==> config.mk <==
export PLATFORM = sky130hd
export DESIGN_NAME = expr_eval
export DESIGN_NICKNAME = d
export VERILOG_FILES = /design/src/rtl/expr_eval.sv
export SDC_FILE = /design/constraint.sdc
export NUM_CORES = 1
export LEC_CHECK = 0
export ABC_AREA = 1
export BUFFER_PORTS_ARGS = -buffer_cell sky130_fd_sc_hd__buf_2
export CAP_MARGIN = 5
export CORE_ASPECT_RATIO = 0.6
export CORE_MARGIN = 2
export CORE_UTILIZATION = 44
export DETAILED_ROUTE_END_ITERATION = 6
export PLACE_DENSITY = 0.62
export SLEW_MARGIN = 20
export SYNTH_ARGS = -nofsm -noshare
export SYNTH_HDL_FRONTEND = slang
export SYNTH_SLANG_ARGS = --single-unit
==> constraint.sdc <==
create_clock -name clk -period 5.1 [get_ports clk]
set_input_delay 0.765 -clock clk [delete_from_list [all_inputs] [get_ports clk]]
set_output_delay 0.765 -clock clk [all_outputs]
set_load 0.005 [all_outputs]
==> src/rtl/expr_eval.sv <==
// Single-digit '+'/'*' expression evaluator over an ASCII stream; '*' binds tighter than '+'.
// Define EXPR_OVF_EN to add the ovf output, flagging expressions whose arithmetic wrapped modulo 2^W.
module expr_eval #(
    parameter int unsigned W = 16
) (
    input  logic         clk,
    input  logic         clr_n,
    input  logic         in_valid,
    input  logic [7:0]   in,
    output logic [W-1:0] result,
    output logic         res_valid,
    output logic         res_err,
`ifdef EXPR_OVF_EN
    output logic         ovf,
`endif
    output logic         syntax_ok
);

    typedef enum logic [2:0] {StInit, StNum, StOpAdd, StOpMul, StErr} state_e;

    state_e       state_q, state_d;
    logic [W-1:0] sum_q, sum_d, prod_q, prod_d;
    logic [W-1:0] result_q, result_d;
    logic         res_valid_q, res_valid_d;
    logic         res_err_q, res_err_d;
    logic         emit_ok, emit_err;
    logic         is_digit, is_plus, is_mul, is_term;
    logic [W-1:0] dig;

    assign is_digit = (in >= 8'h30) && (in <= 8'h39);
    assign is_plus  = (in == 8'h2b);
    assign is_mul   = (in == 8'h2a);
    assign is_term  = (in == 8'h3d);
    assign dig      = W'(in[3:0]);

    always_ff @(posedge clk or negedge clr_n) begin
        if (!clr_n) begin
            state_q     <= StInit;
            sum_q       <= '0;
            prod_q      <= '0;
            result_q    <= '0;
            res_valid_q <= 1'b0;
            res_err_q   <= 1'b0;
        end else begin
            state_q     <= state_d;
            sum_q       <= sum_d;
            prod_q      <= prod_d;
            result_q    <= result_d;
            res_valid_q <= res_valid_d;
            res_err_q   <= res_err_d;
        end
    end

    always_comb begin
        state_d  = state_q;
        sum_d    = sum_q;
        prod_d   = prod_q;
        emit_ok  = 1'b0;
        emit_err = 1'b0;
        if (in_valid) begin
            case (state_q)
                StInit: begin
                    if (is_digit) begin
                        state_d = StNum;
                        prod_d  = dig;
                        sum_d   = '0;
                    end else if (is_term) begin
                        emit_err = 1'b1;
                    end else begin
                        state_d = StErr;
                    end
                end
                StOpAdd: begin
                    if (is_digit) begin
                        state_d = StNum;
                        prod_d  = dig;
                    end else if (is_term) begin
                        emit_err = 1'b1;
                    end else begin
                        state_d = StErr;
                    end
                end
                StOpMul: begin
                    if (is_digit) begin
                        state_d = StNum;
                        prod_d  = prod_q * dig;
                    end else if (is_term) begin
                        emit_err = 1'b1;
                    end else begin
                        state_d = StErr;
                    end
                end
                StNum: begin
                    if (is_plus) begin
                        state_d = StOpAdd;
                        sum_d   = sum_q + prod_q;
                        prod_d  = '0;
                    end else if (is_mul) begin
                        state_d = StOpMul;
                    end else if (is_term) begin
                        emit_ok = 1'b1;
                    end else begin
                        // A second digit in a row is a syntax error: numbers are single-digit.
                        state_d = StErr;
                    end
                end
                default: begin
                    if (is_term) emit_err = 1'b1;
                end
            endcase
            if (emit_ok || emit_err) begin
                state_d = StInit;
                sum_d   = '0;
                prod_d  = '0;
            end
        end
    end

    always_comb begin
        result_d    = result_q;
        res_err_d   = res_err_q;
        res_valid_d = emit_ok || emit_err;
        if (emit_ok) begin
            result_d  = sum_q + prod_q;
            res_err_d = 1'b0;
        end else if (emit_err) begin
            result_d  = '0;
            res_err_d = 1'b1;
        end
    end

    assign result    = result_q;
    assign res_valid = res_valid_q;
    assign res_err   = res_err_q;
    assign syntax_ok = (state_q == StNum);

`ifdef EXPR_OVF_EN
    logic [W-1:0] add_sum;
    logic [W+3:0] mul_full;
    logic         add_carry, mul_ovf;
    logic         acc_q, acc_d, ovf_q, ovf_d;

    assign add_sum   = sum_q + prod_q;
    assign add_carry = (add_sum < sum_q);
    assign mul_full  = {4'b0000, prod_q} * {{W{1'b0}}, in[3:0]};
    assign mul_ovf   = |mul_full[W+3:W];

    // acc is the sticky wrap flag of the expression in progress; ovf is its emitted copy.
    always_comb begin
        acc_d = acc_q;
        ovf_d = ovf_q;
        if (emit_ok) begin
            ovf_d = acc_q | add_carry;
            acc_d = 1'b0;
        end else if (emit_err) begin
            ovf_d = 1'b0;
            acc_d = 1'b0;
        end else if (in_valid) begin
            if (state_q == StInit) begin
                acc_d = 1'b0;
            end else if ((state_q == StNum) && is_plus) begin
                acc_d = acc_q | add_carry;
            end else if ((state_q == StOpMul) && is_digit) begin
                acc_d = acc_q | mul_ovf;
            end
        end
    end

    always_ff @(posedge clk or negedge clr_n) begin
        if (!clr_n) begin
            acc_q <= 1'b0;
            ovf_q <= 1'b0;
        end else begin
            acc_q <= acc_d;
            ovf_q <= ovf_d;
        end
    end

    assign ovf = ovf_q;
`endif

endmodule

==> results.md <==
- Clock sinks: 53
- Worst hold path endpoint: result[1]$_DFFE_PN0P_
- Vias in the first global route: 4,271
- RR Endpoint: prod_q[13]$_DFFE_PN0P_
- Initial core utilization: 45.8%
- Largest net degree at the start of global routing: 54
- Setup CP Type: in -> reg
- Slack of the worst reg-to-reg path: 1.84 ns
- Setup TNS: 0 ns
- Max-cap violations: 0
- Via density: 5.05
- Cell variety after synth: 40
- Static Leakage: 3.13 nW
- Share of cells above drive strength 1: 10.1%
- Height of the die: 85.8 µm
- CP endpoint kind: flop
- Routed vias: 4,342
- Hold Path Class: reg -> reg
- Syn avg cell area: 7.04 µm²
- Die W: 140 µm
- Max incr delay on CP: 0.56 ns
- Clock skew: 0.00985 ns
- IO Port Bufs: 29
- Iteration-0 DRC Markers: 299
- Wirelength per Cell: 14.3 µm
- Ranking of synthesized cells by area: dfrtp_1 (27%), nand2_1 (19%), fa_1 (11%), inv_1 (9.6%), ha_1 (7.9%)
- Psw: 0.277 mW
- Switch share: 29.1%
- Routability cong.: 0.979
- Most common library cell in the layout ignoring fill and taps: nand2_1
- Clock-pin slew on the worst setup and hold paths: 0.08 ns
- Synthesized area: 4910 µm²
- Worst Path Buf+Inv: 2
- ANT nets after route: 0
- VDD IR-drop max: 0.000199 V
- Final Max Tran Viols: 0
- Area Overhead vs Synth: 7.96%
- DRT Wirelength: 12.3 mm
- Slowest cell on the critical path: fa_1
- R2r startpoint: prod_q[1]$_DFFE_PN0P_
- H-tree depth: 2
- # Post-CTS Setup Buffers: 0
- Fmax achieved: 288 MHz
- Synth Instances: 697
- Register share of total power: 46.9%
- Crit-path max FO: 20
- Post-synth EDFFs: 0
- First-pass GRT wire length: 21.4 mm
- Max Root-Sink Buffers: 2
- CTS tree: built
- I/O pins: 30
- Top-area cell type share of the netlist area: 27.0%
- Ant. Diodes: 0
- Die footprint: 12,000 µm²
- Most frequent cells in the layout: nand2_1 (244), inv_1 (125), dfrtp_1 (53), nand3_1 (35), nor2_1 (32)
- RSZ-0062 raised after global routing: false
- FF+latch count, synth: 53
- Cts bufs inserted: 5
- Final min period: 3.47 ns
- Slew HR: 31.5%
- Insertion delay to the later sink of the worst-skew pair: 0.30 ns
- Pint: 0.675 mW
- Final period utilization: 68.1%
- Hold depth: 2
- Crit path top cell by count: nand2_1
- Async SR Flop Fraction: 100%
- Dominant cell type by area after synthesis: dfrtp_1
- Cells on worst reg2reg path: 14
- Comb pwr share: 14.2%
- Worst Path Arrival: 3.69 ns
- # rows: 29
- PD cells: 180 nW/µm²
- Status: completed
- CTS resizes: 0
- Worst path top cell family by delay: adder cells
- Initial antenna violation count: 0
- Sequential fraction of the synthesis area: 27.0%
- Count of final setup violators: 0
- CP Launch Type: input pin
- Ys Warns: 0
- Top_reg_cell synth: dfrtp_1
- Setup WS post-layout: 1.63 ns
- Grt ovf: 0
- Drt pass-1 iters: 5
- Clock Power Share: 38.9%
- Core area: 10,700 µm²
- Cell Chain, Critical Path: buf_2 -> nand2_1 -> fa_1 -> fa_1 -> inv_1 -> fa_1 -> nand3_1 -> nand2_1 -> nand2_1 -> nand3_1 -> nand2_1 -> nand2_1 -> nand2_1 -> nand2_1 -> o21ai_1
- Post-Place Setup Slack: 1.34 ns
- Clk root buf: clkbuf_16
- Worst-Margin Slew: 1.02 ns
- Syn nets: 765
- Placed wire-length estimate: 9.52 mm
- Total Routing Usage GR: 22.3%
- Endpoints failing hold: 0
- Hold buffers post-CTS: 0
- Hold Crit Start: result[1]$_DFFE_PN0P_
- Nets: 787
- WP data required: 5.31 ns
- DRC viols: 0
- WP depth: 15
area by class of cell:
class,count,area (µm²)
Sequential cell,53,1330
Clock inverter,2,17.5
Inverter,131,492
Timing Repair Buffer,30,153
Tap cell,139,174
Fill cell,1081,5410
Clock buffer,6,139
Multi-Input combinational cell,498,3000
layer usage:
layer | vias up | global-route usage (%) | part of all wire (%)
met5 | - | 0 | 0
met4 | 0 | 2.02 | 0.40
met3 | 7 | 4.36 | 6.3
met2 | 116 | 32.5 | 38
met1 | 2030 | 35.3 | 56
li1 | 2189 | - | -
power by group through the flow:
stage               sequential (mW)  combinational, mW  clock, mW
detailed placement            0.454              0.135          0
finish                        0.447              0.135      0.371
CTS                           0.446              0.137      0.378
global placement              0.454              0.132          0
global route                  0.448              0.161      0.396
floorplan                     0.448             0.0989          0
worst max-delay path by stage:
stage	to	from	slack [ns]
2_1_floorplan	prod_q[13]$_DFFE_PN0P_	in[3]	1.54
3_3_place_gp	prod_q[12]$_DFFE_PN0P_	in[2]	1.40
3_5_place_dp	prod_q[12]$_DFFE_PN0P_	in[2]	1.34
4_1_cts	prod_q[12]$_DFFE_PN0P_	in[2]	1.62
5_1_grt	prod_q[12]$_DFFE_PN0P_	in[2]	1.37
6_report	prod_q[12]$_DFFE_PN0P_	in[2]	1.63
state kept, by name, summed over array words and instances, names as in the netlist:
name / flops
sum_q: 16
state_q: 3
res_valid: 1
result: 16
prod_q: 16
res_err: 1
metrics by stage:
stage | std cells | hold WS (ns) | power, mW | util (%) | cell area [µm²]
after floorplan | 697 | 0.455 | 0.547 | - | 4910
after global placement | 851 | 0.458 | 0.586 | 48.0 | 5140
after detailed placement | 851 | 0.460 | 0.589 | 48.0 | 5140
after CTS | 859 | 0.489 | 0.961 | 49.5 | 5300
after global routing | 859 | 0.513 | 1.01 | 49.5 | 5300
final | 859 | 0.479 | 0.953 | 49.5 | 5300
Yosys cell counts, types with 2 or more instances:
master / n
fa_1: 26
nor2_2: 3
nand3_2: 2
o21ai_1: 13
dfrtp_1: 53
inv_1: 125
nand3b_1: 4
xnor2_1: 12
buf_2: 5
ha_1: 31
clkbuf_1: 4
a21oi_1: 25
xor2_1: 7
nor3_1: 5
nor2_4: 3
nand4_1: 4
buf_4: 2
a31oi_1: 2
or2_2: 2
nand2_2: 3
o21ai_0: 21
nor2_1: 32
o21ai_2: 11
o21a_1: 2
inv_2: 6
nand3_1: 35
nand2_1: 244
buf_6: 3
logic make-up after synthesis:
kind of cell	after synthesis	share of synthesized area (%)
xor gates and xnor gates	19	3.39
and+or+nand+nor	342	29.5
DFF	53	27.0
AOI/OAI and AO/OA	80	9.69
buffers and inverters	146	11.9
adders and majority gates	57	18.5
worst register-to-register path, cell delays in order, from the launching register on:
cell and delay (ns):
dfrtp_1 0.49, nand2_1 0.11, inv_1 0.06, fa_1 0.53, inv_1 0.05, fa_1 0.53
inv_1 0.04, ha_1 0.36, nand2_1 0.11, nand3_1 0.18, nand3_1 0.14, nand3_1 0.12
or2_2 0.29, nand3_1 0.08, nand2_1 0.06
Power figures use the tool's default switching activity.
